File: src/rtl/ex_stage.sv
// rtl/ex_stage.sv - execute stage: ALU, Z/N flags, branch resolution, EX/MEM register, redirect and squash
//
// Ports:
//   clk, rst_n            pipeline clock, asynchronous active-low reset
//   in_valid, in_ctrl_*   ID/EX slot valid and control (aluop, alusrc, branch, btype, jump, mem/wb control)
//   in_pc, in_rs, in_rt,  PC, register operands, extended immediate, destination register
//   in_x, in_rd
//   stall_in / ready_out  memory stage back-pressure; ready_out tells ID/EX to hold when low
//   out_valid, out_ctrl_*, out_alu, out_rt, out_rd
//                         registered EX/MEM payload (out_alu doubles as the memory address)
//   redirect_valid/_pc    one-cycle PC redirect to fetch on a taken branch or jump
//   flag_z, flag_n        current condition flags
module ex_stage #(
    parameter int SQUASH_DEPTH = 2
) (
    input  logic        clk,
    input  logic        rst_n,
    input  logic        in_valid,
    input  logic        in_ctrl_regwrt,
    input  logic        in_ctrl_memtoreg,
    input  logic        in_ctrl_memrd,
    input  logic        in_ctrl_memwrt,
    input  logic        in_ctrl_branch,
    input  logic        in_ctrl_btype,
    input  logic        in_ctrl_jump,
    input  logic [2:0]  in_ctrl_aluop,
    input  logic        in_ctrl_alusrc,
    input  logic [31:0] in_pc,
    input  logic [31:0] in_rs,
    input  logic [31:0] in_rt,
    input  logic [31:0] in_x,
    input  logic [5:0]  in_rd,
    input  logic        stall_in,
    output logic        ready_out,
    output logic        out_valid,
    output logic        out_ctrl_regwrt,
    output logic        out_ctrl_memtoreg,
    output logic        out_ctrl_memrd,
    output logic        out_ctrl_memwrt,
    output logic [31:0] out_alu,
    output logic [31:0] out_rt,
    output logic [5:0]  out_rd,
    output logic        redirect_valid,
    output logic [31:0] redirect_pc,
    output logic        flag_z,
    output logic        flag_n
);

    localparam logic [2:0] ALU_ADD   = 3'b000;
    localparam logic [2:0] ALU_SUB   = 3'b001;
    localparam logic [2:0] ALU_AND   = 3'b010;
    localparam logic [2:0] ALU_NOP   = 3'b011;
    localparam logic [2:0] ALU_OR    = 3'b100;
    localparam logic [2:0] ALU_NEG   = 3'b101;
    localparam logic [2:0] ALU_PASSB = 3'b110;
    localparam logic [2:0] ALU_PCADD = 3'b111;

    localparam logic [2:0] SQUASH_LOAD = 3'(SQUASH_DEPTH);

    logic [2:0]  squash_cnt;
    logic [31:0] op_b;
    logic [31:0] alu_res;
    logic        accept;
    logic        cond;
    logic        taken;
    logic        flag_upd;

    assign ready_out = !stall_in;
    assign op_b      = in_ctrl_alusrc ? in_x : in_rt;

    always_comb begin
        alu_res = 32'd0;
        case (in_ctrl_aluop)
            ALU_ADD:   alu_res = in_rs + op_b;
            ALU_SUB:   alu_res = in_rs - op_b;
            ALU_AND:   alu_res = in_rs & op_b;
            ALU_NOP:   alu_res = in_rs;
            ALU_OR:    alu_res = in_rs | op_b;
            ALU_NEG:   alu_res = 32'd0 - in_rs;
            ALU_PASSB: alu_res = op_b;
            ALU_PCADD: alu_res = in_pc + op_b;
            default:   alu_res = 32'd0;
        endcase
    end

    // Slots inside the squash window are wrong-path and never accepted.
    assign accept   = in_valid && !stall_in && (squash_cnt == 3'd0);
    // Branch condition looks at the flags from before this edge.
    assign cond     = in_ctrl_btype ? flag_n : flag_z;
    assign taken    = accept && (in_ctrl_jump || (in_ctrl_branch && cond));
    assign flag_upd = accept && in_ctrl_regwrt && !in_ctrl_memtoreg && (in_ctrl_aluop != ALU_NOP);

    always_ff @(posedge clk or negedge rst_n) begin
        if (!rst_n) begin
            squash_cnt        <= 3'd0;
            out_valid         <= 1'b0;
            out_ctrl_regwrt   <= 1'b0;
            out_ctrl_memtoreg <= 1'b0;
            out_ctrl_memrd    <= 1'b0;
            out_ctrl_memwrt   <= 1'b0;
            out_alu           <= 32'd0;
            out_rt            <= 32'd0;
            out_rd            <= 6'd0;
            redirect_valid    <= 1'b0;
            redirect_pc       <= 32'd0;
            flag_z            <= 1'b0;
            flag_n            <= 1'b0;
        end else begin
            // taken is never set while stalled, so the pulse always ends after one cycle.
            redirect_valid <= taken;
            if (taken) begin
                redirect_pc <= in_rs;
            end
            if (!stall_in) begin
                if (squash_cnt != 3'd0) begin
                    squash_cnt <= squash_cnt - 3'd1;
                end else if (taken) begin
                    squash_cnt <= SQUASH_LOAD;
                end
                out_valid <= accept;
                if (accept) begin
                    out_ctrl_regwrt   <= in_ctrl_regwrt;
                    out_ctrl_memtoreg <= in_ctrl_memtoreg;
                    out_ctrl_memrd    <= in_ctrl_memrd;
                    out_ctrl_memwrt   <= in_ctrl_memwrt;
                    out_alu           <= alu_res;
                    out_rt            <= in_rt;
                    out_rd            <= in_rd;
                end
                if (flag_upd) begin
                    flag_z <= (alu_res == 32'd0);
                    flag_n <= alu_res[31];
                end
            end
        end
    end

endmodule
File: config.mk
export PLATFORM = sky130hd
export DESIGN_NAME = ex_stage
export DESIGN_NICKNAME = d
export VERILOG_FILES = /design/src/rtl/ex_stage.sv
export SDC_FILE = /design/constraint.sdc
export NUM_CORES = 1
export LEC_CHECK = 0
export ABC_CLOCK_PERIOD_IN_PS = 4750
export CORE_MARGIN = 2
export CORE_UTILIZATION = 55
export CTS_BUF_LIST = sky130_fd_sc_hd__clkbuf_4 sky130_fd_sc_hd__clkbuf_8 sky130_fd_sc_hd__clkbuf_16
export DETAILED_ROUTE_END_ITERATION = 16
export PLACE_DENSITY = 0.82
export SLEW_MARGIN = 0
export SYNTH_ARGS = -nofsm -noshare
export SYNTH_HDL_FRONTEND = slang
export SYNTH_SLANG_ARGS = --single-unit
File: constraint.sdc
create_clock -name clk -period 4.75 [get_ports clk]
set_input_delay 0.475 -clock clk [delete_from_list [all_inputs] [get_ports clk]]
set_output_delay 0.475 -clock clk [all_outputs]
set_load 0.005 [all_outputs]
* After elaboration in Yosys (flattened, before gate mapping) *
Cells that the tools add are included.
W data, S select, Z words.

cells by class
  multiplexer cells = 5
  reductions and logical operators = 18
  add/sub/neg operators = 5
  equal/unequal tests = 8
  bitwise operators = 3

operator list
  kind                     number
  $pmux W32 S8             1
  $add A32 B32 Y32         2
  $and A32 B32 Y32         1
  $logic_not A32 Y1        1
  $mux W32                 1
  $or A32 B32 Y32          1
  $sub A1 B32 Y32 const A  1
  $sub A32 B32 Y32         1
  $eq A3 B3 Y1 const B     4
  $logic_and A1 B1 Y1      7
  $eq A3 B2 Y1 const B     2
  $logic_not A3 Y1         2
  $mux W3                  2
  $reduce_and A2 Y1        3
  $eq A3 B1 Y1 const B     1
  $ne A3 B2 Y1 const B     1
  $reduce_bool A3 Y1       1
  $sub A3 B1 Y3 const B    1
  $logic_not A1 Y1         2
  $reduce_bool A2 Y1       1
  $logic_or A1 B1 Y1       1
  $mux W1                  1
  $not A1 Y1               1

storage, ports and cells
  output and inout bits = 111
  bits of input ports = 149
  flip-flop bits (word level) = 113

* Logic depth before layout (Yosys ltp) *
  depth after elaboration = 7
  depth in mapped cells = 19
  mapped depth without buffers = 16

* Worst setup path after synthesis *
Ideal clock, no wire load.

  kind = input-to-reg
  from = input port in_ctrl_aluop[1]
  to = register flag_z
  setup time = 92 ps
  data required time = 4658 ps
  slack = 4 ps
  path buffers = 2
  stages on the path = 16
  arrival time = 4654 ps
  cells stage by stage = buf_2 > nand3_1 > clkbuf_1 > mux2_2 > ha_1 > fa_1 > a21o_1 > a221oi_1 > nor4_1 > o21bai_1 > mux2_2 > a2111oi_0 > o211ai_1 > nor4b_1 > nand4_1 > o31ai_2

on the way
  longest elaborated chain between the ends = 3

RTL lines
  item                                                    line    RTL
  start: declaration                                      26      input logic [2:0] in_ctrl_aluop,
  $eq A3 B3 Y1 (tied with other cells)                    73      case (in_ctrl_aluop)
  $pmux W32 S8 or $logic_and A1 B1 Y1 (tied branches)     73, 91
  $logic_not A32 Y1 or $reduce_and A2 Y1 (tied branches)  -
  end signal: assignment                                  131     flag_z <= (alu_res == 32'd0);
  end: declaration                                        45      output logic flag_z,

Parallel ways exist; a longest one is shown, timed or not.
A chain may end at the register's enable or synchronous reset.

* Worst setup path in the final report *
  from = input port in_rt[0]
  to = register flag_z

on the way
  longest elaborated chain between the ends = 4

RTL lines
  item                                      line  RTL
  start: declaration                        30    input logic [31:0] in_rt,
  $mux W32 *                                69    assign op_b = in_ctrl_alusrc ? in_x : in_rt;
  $add A32 B32 Y32 (tied with other cells)  81    ALU_PCADD: alu_res = in_pc + op_b;
  $pmux W32 S8 *                            73
  $logic_not A32 Y1 *                       131

Every way passes the cells marked *; elsewhere a longest branch is shown, timed or not.

==> qor.csv <==
stage,metric,value,unit
timing,slew_viol_final,0,
critical_path,crit_type,in2reg,
clocking,path_clk_slew,60,ps
critical_path,crit_required,5080,ps
floorplan,core-area,21600,µm²
timing,clock_skew,9.56,ps
clocking,cts_buffers,17,
critical_path,r2r-start,squash_cnt[0],
critical_path,rrSetupSlack,1410,ps
critical_path,r2r_end,flag_z,
finish,area_growth,33.7,%
global_routing,grtUsageTotal,37.8,%
synthesis,synth_seq_cells,113,
detailed_routing,vias,12900,
placed_design,dpl_cell_area,15500,µm²
global_routing,antenna_found_initial,1,
synthesis,yosysUniqueCellTypes,81,
synthesis,synthesis.area,12000,µm²
power_and_ir_drop,ir_drop,291,µV
finish,fin_area,16100,µm²
power_and_ir_drop,p_leak,7.07,nW
synthesis,syn_inst,1429,
clocking,clockBufferDepth,2,
clocking,clk_latency,420,ps
placed_design,gp_congestion,1.00,
critical_path,critPathMaxFanout,3,
critical_path,cp-end-kind,flop,
placed_design,place_hpwl,34300,µm
detailed_routing,drc,0,
timing,relSlewSlack,38.7,%
detailed_routing,vias_per_cell,6.39,
synthesis,yosys-top-cells-count,"ha_1, mux2_2, a21oi_1",
global_routing,grt_pass1_wl,69800,µm
floorplan,die_height,152,µm
synthesis,ys_seq_area_share,23.5,%
power_and_ir_drop,cellPowerDensity,374,nW/µm²
synthesis,synth_top_area_cell,dfrtp_1,
synthesis,synth_nets,1711,
timing,fin_crit_sh,92.8,%
min_path,min_path_type,in2async,
timing,setup_ws,342,ps
timing,rsz0062_at_grt,no,
synthesis,avgSynthCellArea,8.42,µm²
detailed_routing,firstDrtPassIters,6,
detailed_routing,dr.first_iter.drc_count,1531,
timing,hold_violations,0,
clocking,ctsRootBufferMaster,clkbuf_16,
floorplan,fp.dieW,152,µm
detailed_routing,routed_wl,44800,µm
finish,fin_nets,2019,
floorplan,die_area,23100,µm²
detailed_routing,final_antenna_net_count,0,
run,maxCapViolCount,0,
synthesis,async_flop_share,100,%
timing,fmax,0.227,GHz
synthesis,yosys.area.top_type_share,23.5,%
detailed_routing,wl_per_cell,22.1,µm
floorplan,rows,54,
timing,finalSetupViolCount,0,
global_routing,grt_start_max_net_pins,74,
floorplan,ios,260,
run_status,status,"finished, final reports clean",
placed_design,pre_cts_ws,-100,ps
clocking,cts_tree,done,
clocking,ctsHtreeMaxLevel,4,
synthesis,synth-edff-count,0,
floorplan,start_util,55.7,%
synthesis,ys.flop_type,dfrtp_1,
global_routing,overflow,0,
clocking,numClockSinks,113,
finish,antenna_cells,0,
finish,drive_gt1_share,16.8,%
critical_path,crit_arrival,4740,ps
timing,worst_pin_slew,920,ps
synthesis,ys_warn_count,0,
clocking,post_cts_buffers,0,
critical_path,start_kind,primary input,
timing,hold_slack,140,ps
placed_design,io_buffers,259,
global_routing,grt_pass1_vias,12600,
synthesis,synth_area_leaders,"dfrtp_1, ha_1, mux2_2, a21oi_1, o21ai_0",
critical_path,rr_worst_depth,12,
timing,period_needed,4410,ps
where the power goes:
part	switching, mW	internal, mW	leakage, nW	total, mW
combinational	1.34	1.66	5.37	3.01
sequential	0.240	1.42	1.39	1.66
clock	0.467	0.879	0.300	1.35
layout by cell type, fill, tap and decap left out, types with 15 or more instances in the layout:
cell and n:
clkdlybuf4s50_1 254, nor2_1 84, mux2i_1 33, mux2_2 131, nand2_1 99, o22ai_1 15, clkbuf_16 17, buf_4 106
o21ai_0 108, a221oi_1 26, inv_1 101, ha_1 131, xnor2_1 41, o31ai_1 15, nand3_1 27, a21oi_1 122
nand4_1 16, dfrtp_1 113, nor3_1 33
how the worst max path moves through the flow:
stage,depth (start not counted),from,slack (ps),to
finish,18,in_rt[0],340,flag_z
detailed placement,18,in_rt[0],-100,flag_z
floorplan,16,in_ctrl_aluop[1],4,flag_z
global placement,18,in_rt[0],80,flag_z
CTS,18,in_rt[0],320,flag_z
global route,19,in_ctrl_aluop[1],10,flag_z
timing repair:
item / 4_1_cts / 5_1_grt
endpoints found under the setup margin: 0 / 1
hold buffers: 0 / 0
endpoints found under the hold margin: 0 / 0
gates resized for setup: 0 / 2
flip-flops by register name, summed over array words and instances, names as in the netlist:
name,flops
out_alu,32
out_rt,32
redirect_pc,32
out_rd,6
squash_cnt,3
flag_n,1
flag_z,1
out_ctrl_memrd,1
out_ctrl_memtoreg,1
out_ctrl_memwrt,1
out_ctrl_regwrt,1
out_valid,1
redirect_valid,1
critical path, cell delays in order:
cell and delay [ps]:
clkdlybuf4s50_1 420, mux2i_1 270, inv_1 100, ha_1 250, fa_1 440, a21o_1 210
a221oi_1 350, buf_4 180, nor4_2 50, o21bai_1 120, buf_4 140, mux2_2 330
a2111oi_0 400, buf_4 220, o211ai_1 90, nor4b_1 340, nand4_1 150, o31ai_2 210
cells by family (layout without fill, tap and decap cells):
logic type,Yosys count,after routing,synth area share (%)
mux,165,165,15.1
fa+ha+maj,133,133,14.0
xor+xnor,53,53,3.86
flops,113,113,23.5
buf+inv,178,495,5.70
compound gates,412,412,21.8
simple gates,375,375,16.1
stage by stage:
stage          util [%]  total power, mW  std cells  setup TNS, ps
6_report           74.4             6.02       2026              0
5_1_grt            74.4             6.33       2026              0
4_1_cts            74.4             5.98       2026              0
3_5_place_dp       71.6             4.60       1998           -100
3_3_place_gp       71.6             4.50       1998              0
2_1_floorplan         -             2.97       1429              0
cell type report:
| class | instances | area [µm²] |
|---|---|---|
| repair buffers | 365 | 3380 |
| fillers | 1625 | 5530 |
| clock buffers | 22 | 494 |
| multi-input cells | 1138 | 8550 |
| inverters | 102 | 383 |
| clock inverters | 6 | 105 |
| well taps | 280 | 350 |
| flip-flops and latches | 113 | 2830 |
metal layers:
layer / wire length, µm / up-vias / global-route usage (%)
li1: - / 5864 / -
met1: 18800 / 6057 / 52.9
met2: 18600 / 881 / 55.2
met3: 5690 / 141 / 11.1
met4: 1710 / 2 / 14.8
met5: 13 / - / 0
Note: power is estimated with default switching activity, not from simulation.
